[src/rtl/frac_reduce.sv]
// Reduces a/b by an upstream gcd g using restoring division; result 2*WIDTH+1 cycles after gcd accept
// (WIDTH+1 when FRAC_REDUCE_PARALLEL_EN is defined, 1 when g==0). No backpressure: valid_i restarts at once.
module frac_reduce #(
  parameter int WIDTH = 8
) (
  input  logic             clk_i,
  input  logic             reset_ni,
  input  logic             valid_i,
  input  logic [WIDTH-1:0] a_i,
  input  logic [WIDTH-1:0] b_i,
  input  logic [WIDTH-1:0] gcd_i,
  input  logic             gcd_valid_i,
  output logic [WIDTH-1:0] num_o,
  output logic [WIDTH-1:0] den_o,
  output logic             valid_o,
  output logic             busy_o
);

  localparam int CW = (WIDTH > 1) ? $clog2(WIDTH) : 1;

`ifdef FRAC_REDUCE_PARALLEL_EN
  typedef enum logic [2:0] {IDLE, WAIT_GCD, DIV, DONE} state_t;
`else
  typedef enum logic [2:0] {IDLE, WAIT_GCD, DIV_A, DIV_B, DONE} state_t;
`endif

  state_t             r_state;
  state_t             w_state_nxt;
  logic [WIDTH-1:0]   r_a;
  logic [WIDTH-1:0]   r_b;
  logic [WIDTH-1:0]   r_g;
  logic [WIDTH-1:0]   r_rem_a;
  logic [WIDTH-1:0]   r_quo_a;
  logic [WIDTH-1:0]   r_num;
  logic [WIDTH-1:0]   r_den;
  logic [CW-1:0]      r_cnt;
  logic               w_last;
  logic [2*WIDTH-1:0] w_step_a;
`ifdef FRAC_REDUCE_PARALLEL_EN
  logic [WIDTH-1:0]   r_rem_b;
  logic [WIDTH-1:0]   r_quo_b;
  logic [2*WIDTH-1:0] w_step_b;
`else
  logic [WIDTH-1:0]   r_qa;
`endif

  // One restoring step: the quotient register doubles as the dividend shifter.
  // The trial remainder is WIDTH+1 bits; after restore it always fits in WIDTH bits.
  function automatic logic [2*WIDTH-1:0] div_step(
    input logic [WIDTH-1:0] rem,
    input logic [WIDTH-1:0] quo,
    input logic [WIDTH-1:0] g
  );
    logic [WIDTH:0]   sh;
    logic [WIDTH+1:0] diff;
    logic             neg;
    sh   = {rem, quo[WIDTH-1]};
    diff = {1'b0, sh} - {2'b00, g};
    neg  = diff[WIDTH+1];
    div_step = {(neg ? WIDTH'(sh) : WIDTH'(diff)), quo[WIDTH-2:0], ~neg};
  endfunction

  assign w_step_a = div_step(r_rem_a, r_quo_a, r_g);
`ifdef FRAC_REDUCE_PARALLEL_EN
  assign w_step_b = div_step(r_rem_b, r_quo_b, r_g);
`endif
  assign w_last   = (r_cnt == CW'(WIDTH - 1));

  always_ff @(posedge clk_i or negedge reset_ni) begin
    if (!reset_ni) r_state <= IDLE;
    else           r_state <= w_state_nxt;
  end

  always_comb begin
    w_state_nxt = r_state;
    if (valid_i) begin
      w_state_nxt = WAIT_GCD;
    end else begin
      case (r_state)
        IDLE:     w_state_nxt = IDLE;
`ifdef FRAC_REDUCE_PARALLEL_EN
        WAIT_GCD: if (gcd_valid_i) w_state_nxt = (gcd_i == '0) ? DONE : DIV;
        DIV:      if (w_last) w_state_nxt = DONE;
`else
        WAIT_GCD: if (gcd_valid_i) w_state_nxt = (gcd_i == '0) ? DONE : DIV_A;
        DIV_A:    if (w_last) w_state_nxt = DIV_B;
        DIV_B:    if (w_last) w_state_nxt = DONE;
`endif
        DONE:     w_state_nxt = IDLE;
        default:  w_state_nxt = IDLE;
      endcase
    end
  end

  always_ff @(posedge clk_i or negedge reset_ni) begin
    if (!reset_ni) begin
      r_a     <= '0;
      r_b     <= '0;
      r_g     <= '0;
      r_rem_a <= '0;
      r_quo_a <= '0;
      r_num   <= '0;
      r_den   <= '0;
      r_cnt   <= '0;
`ifdef FRAC_REDUCE_PARALLEL_EN
      r_rem_b <= '0;
      r_quo_b <= '0;
`else
      r_qa    <= '0;
`endif
    end else if (valid_i) begin
      r_a <= a_i;
      r_b <= b_i;
    end else begin
      case (r_state)
        WAIT_GCD: begin
          if (gcd_valid_i) begin
            r_g     <= gcd_i;
            r_cnt   <= '0;
            r_rem_a <= '0;
            r_quo_a <= r_a;
`ifdef FRAC_REDUCE_PARALLEL_EN
            r_rem_b <= '0;
            r_quo_b <= r_b;
`endif
            if (gcd_i == '0) begin
              r_num <= '0;
              r_den <= '0;
            end
          end
        end
`ifdef FRAC_REDUCE_PARALLEL_EN
        DIV: begin
          {r_rem_a, r_quo_a} <= w_step_a;
          {r_rem_b, r_quo_b} <= w_step_b;
          r_cnt <= r_cnt + CW'(1);
          if (w_last) begin
            r_num <= w_step_a[WIDTH-1:0];
            r_den <= w_step_b[WIDTH-1:0];
          end
        end
`else
        DIV_A: begin
          {r_rem_a, r_quo_a} <= w_step_a;
          r_cnt <= r_cnt + CW'(1);
          if (w_last) begin
            // Park the numerator quotient and reload the shared divider with b.
            r_qa    <= w_step_a[WIDTH-1:0];
            r_rem_a <= '0;
            r_quo_a <= r_b;
            r_cnt   <= '0;
          end
        end
        DIV_B: begin
          {r_rem_a, r_quo_a} <= w_step_a;
          r_cnt <= r_cnt + CW'(1);
          if (w_last) begin
            r_num <= r_qa;
            r_den <= w_step_a[WIDTH-1:0];
          end
        end
`endif
        default: ;
      endcase
    end
  end

  assign num_o   = r_num;
  assign den_o   = r_den;
  assign valid_o = (r_state == DONE);
  assign busy_o  = (r_state != IDLE);

endmodule

[config.mk]
export PLATFORM = sky130hd
export DESIGN_NAME = frac_reduce
export DESIGN_NICKNAME = d
export VERILOG_FILES = /design/src/rtl/frac_reduce.sv
export SDC_FILE = /design/constraint.sdc
export NUM_CORES = 1
export LEC_CHECK = 0
export ABC_CLOCK_PERIOD_IN_PS = 2400
export BUFFER_PORTS_ARGS = -buffer_cell sky130_fd_sc_hd__clkbuf_2
export CAP_MARGIN = 20
export CORE_MARGIN = 3
export CORE_UTILIZATION = 57
export DETAILED_ROUTE_END_ITERATION = 8
export HOLD_SLACK_MARGIN = 0.05
export PLACE_DENSITY = 0.82
export SLEW_MARGIN = 20
export SYNTH_ARGS = -nofsm -noshare
export SYNTH_HDL_FRONTEND = slang
export SYNTH_SLANG_ARGS = --single-unit
[constraint.sdc]
create_clock -name clk_i -period 2.4 [get_ports clk_i]
set_clock_uncertainty 0.1 [all_clocks]
set_input_delay 0 -clock clk_i [delete_from_list [all_inputs] [get_ports clk_i]]
set_output_delay 0 -clock clk_i [all_outputs]
set_load 0.005 [all_outputs]
==> reports/qor.csv <==
stage,metric,value,unit
run_status,status,"finished, final reports clean",
route,drt-initial-drc-count,178,
sta,period_needed,2.18,ns
hold_path,hold_path.class,input pin to async pin,
critical_path,setup.worst_path.start_class,flip-flop,
pwr,leakagePower,2.07,nW
cells_and_area,fillers,359,
clock_network,clockRootBuffer,clkbuf_8,
synth,syn_avg_cell_area,10.7,sq um
route,antenna_left,0,
critical_path,worstPathRequired,2.52,ns
cells_and_area,drive_above_1_share,0.216,
grt,grt_max_degree,71,
route,vias,2664,
synth,netlist_area,3420,sq um
sta,slew_violations,0,
synth,ys_ff_latch,70,
critical_path,cp_slowest_stage_delay,0.44,ns
pwr,finalPower,3.90,mW
cells_and_area,diodes,0,
die,fp.coreArea,5640,sq um
place,place_inst,433,
critical_path,crit_fanout,9,
cells_and_area,multi_input_area,1550,sq um
sta,rsz0062_at_grt,no,
synth,synth_cell_types,49,
critical_path,timing.critical_path.from,r_rem_a[5],
sta,final_hold_viol_count,0,
cells_and_area,design_area,4230,sq um
grt,grt-ovfl-total,0,
die,ioPinCount,46,
grt,grt_pass1_wl,12800,microns
cells_and_area,layout.nets,437,
cells_and_area,syn2layout_area_growth,23.7,%
synth,yosysSeqAreaShare,0.512,
route,wl,7500,microns
die,initial_core_util,0.606,
sta,fin_crit_sh,0.910,
die,die_w,83.5,microns
sta,fmax,458,MHz
synth,synthCells,319,
critical_path,path_buf_inv,1,
critical_path,cp_top_family,compound AO/OA/AOI/OAI gates,
critical_path,worst_path_max_delay_cell,ha_1,
grt,grt_usage,0.230,
sta,final.setup.tns,0,ns
clock_network,cts_max_level,3,
route,routedWlPerCell,15.8,microns
clock_network,cts_buffer_depth,2,
grt,grt_pass1_vias,2638,
route,drc_errors,0,
clock_network,cts.sinks,70,
clock_network,cts_tree,yes,
critical_path,crit_chain,ha_1 -> nand4_1 -> a2111oi_4 -> nor2_2 -> buf_4 -> a32oi_1 -> o31ai_1,
critical_path,rr_worst_depth,7,
synth,yosysWarnings,0,
cells_and_area,fin_util,0.750,
sta,relSlewSlack,0.565,
grt,antenna_found_initial,0,
cells_and_area,register_area,1750,sq um
clock_network,path_clk_slew,0.07,ns
cells_and_area,instances_no_fill,474,
clock_network,clock_latency,0.35,ns
sta,tightest_slew,0.649,ns
synth,syn_nets,358,
place,placed_area,3760,sq um
run,drv_cap,0,
sta,setup_viol,0,
critical_path,cp.depth,7,
pwr,p_per_area,922,nW/um^2
die,die_area,6960,sq um
place,dp_hpwl,4940,microns
die,die_h,83.5,microns
place,io_buffers,45,
route,vias_per_cell,5.62,
pwr,ir_worst_vdd,0.564,mV
route,dr.pass1.iters,4,
clock_network,numCtsBuffers,9,
place,gp_congestion,0.844,
die,std_cell_rows,27,
critical_path,end_kind,flip-flop,
critical_path,crit_type,flip-flop to flip-flop,
critical_path,worstReg2RegStart,r_rem_a[5],
critical_path,cp.arrival,2.31,ns
[kinds of logic (layout without fill, tap and decap cells)]
group,Yosys count,in the layout,share of synthesized area
xor+xnor,4,4,0.0102
flops,70,70,0.512
fa+ha+maj,11,11,0.0424
buf+inv,27,110,0.0359
mux,41,41,0.131
simple gates,113,113,0.153
compound gates,53,53,0.115
[report_power, final]
group | total (mW) | leakage [nW] | internal (mW) | switching [mW]
registers | 1.55 | 0.904 | 1.38 | 0.179
logic | 1.32 | 1.06 | 0.574 | 0.745
clock network | 1.03 | 0.109 | 0.579 | 0.449
[cells in the mapped netlist, drive strengths merged]
cell type	n	area share
nand2b	3	0.0055
o311ai	3	0.0077
nor3	6	0.010
a32oi	4	0.010
a311oi	1	0.0026
o21bai	2	0.0044
ha	10	0.037
o32ai	1	0.0026
nand2	53	0.059
nor2b	5	0.0091
a2111oi	1	0.0081
nand3	20	0.029
a31oi	1	0.0018
buf	11	0.017
fa	1	0.0059
dfrtp	70	0.51
o31ai	2	0.0044
clkbuf	2	0.0022
or2	2	0.0037
xnor2	2	0.0051
o211ai	2	0.0044
a211oi	2	0.0044
inv	13	0.014
clkinv	1	0.0026
mux2i	10	0.029
mux2	31	0.10
or3	1	0.0018
or4	2	0.0066
o221ai	1	0.0026
o21ai	13	0.019
xor2	2	0.0051
a21o	3	0.0066
a21oi	12	0.019
nor2	20	0.026
nand4	1	0.0018
o2111ai	1	0.0077
a31o	1	0.0026
a22o	3	0.0077
[metrics by stage]
step	setup WS, ns	hold slack, ns
floorplan	0.373	-0.396
global route	0.121	0.134
global placement	-0.0461	-0.0507
finish	0.217	0.108
detailed placement	-0.103	-0.0497
CTS	0.245	0.113
[final cells by class]
class | count | share of cell area
clock buffers | 9 | 0.0293
clock inverters | 6 | 0.0207
well taps | 72 | 0.0213
inverters | 14 | 0.0136
multi-input cells | 222 | 0.366
flip-flops and latches | 70 | 0.414
repair buffers | 81 | 0.135
[per-layer routing]
metal  vias up  GRT usage  wire (microns)
li1       1274          -               -
met3        12     0.0415             353
met4         0     0.0863             130
met2        77      0.360            3580
met1      1301      0.321            3430
met5         -          0               0
[registers in the layout, indices dropped and copies added (netlist names)]
signal and count:
r_b 8, num_o 8, r_g 8, r_qa 8, r_state 3, r_quo_a 8, r_cnt 3, r_a 8
r_rem_a 8, den_o 8
[cells in the final DEF (no fill, tap or decap), types with 2 or more instances in the layout]
| cell | count |
|---|---|
| a22o_1 | 3 |
| nand3_1 | 20 |
| mux2_1 | 28 |
| clkbuf_8 | 9 |
| nor2b_1 | 4 |
| a21o_1 | 3 |
| inv_1 | 12 |
| dlygate4sd3_1 | 26 |
| dfrtp_1 | 70 |
| nor2_2 | 2 |
| a32oi_1 | 4 |
| o21ai_0 | 2 |
| clkinv_4 | 3 |
| buf_4 | 9 |
| o311ai_1 | 3 |
| bufinv_16 | 2 |
| ha_1 | 10 |
| o31ai_1 | 2 |
| mux2i_1 | 10 |
| nand2_1 | 52 |
| mux2_2 | 3 |
| clkbuf_2 | 44 |
| clkinv_2 | 2 |
| xor2_1 | 2 |
| o211ai_1 | 2 |
| xnor2_1 | 2 |
| or4_4 | 2 |
| o21ai_1 | 11 |
| o21bai_1 | 2 |
| nor3_1 | 5 |
| nor2_1 | 17 |
| a21oi_1 | 11 |
| nand2b_1 | 3 |
| a211oi_1 | 2 |
[repair_timing]
action                                  in CTS  in global routing
hold buffers                                26                  0
setup buffers                                0                  0
endpoints found under the setup margin       7                  0
endpoints found under the hold margin       95                  0
gates resized for setup                      1                  0
[worst reg2reg max path: stages, from the launching register on]
cell and delay [ns]:
dfrtp_1 0.41, ha_1 0.44, nand4_1 0.19, a2111oi_4 0.37, nor2_2 0.07, buf_4 0.17
a32oi_1 0.21, o31ai_1 0.10
[final timing paths]
kind                                   end  slack (ns)
worst max-delay path            r_rem_a[3]        0.22
worst min-delay path                r_g[6]        0.11
worst max register to register  r_rem_a[3]        0.22
worst min register to register    num_o[4]        0.37
max in group asynchronous           r_g[2]        1.79
min in group clk_i              r_state[1]        0.13
(Power assumes the default switching activity.)
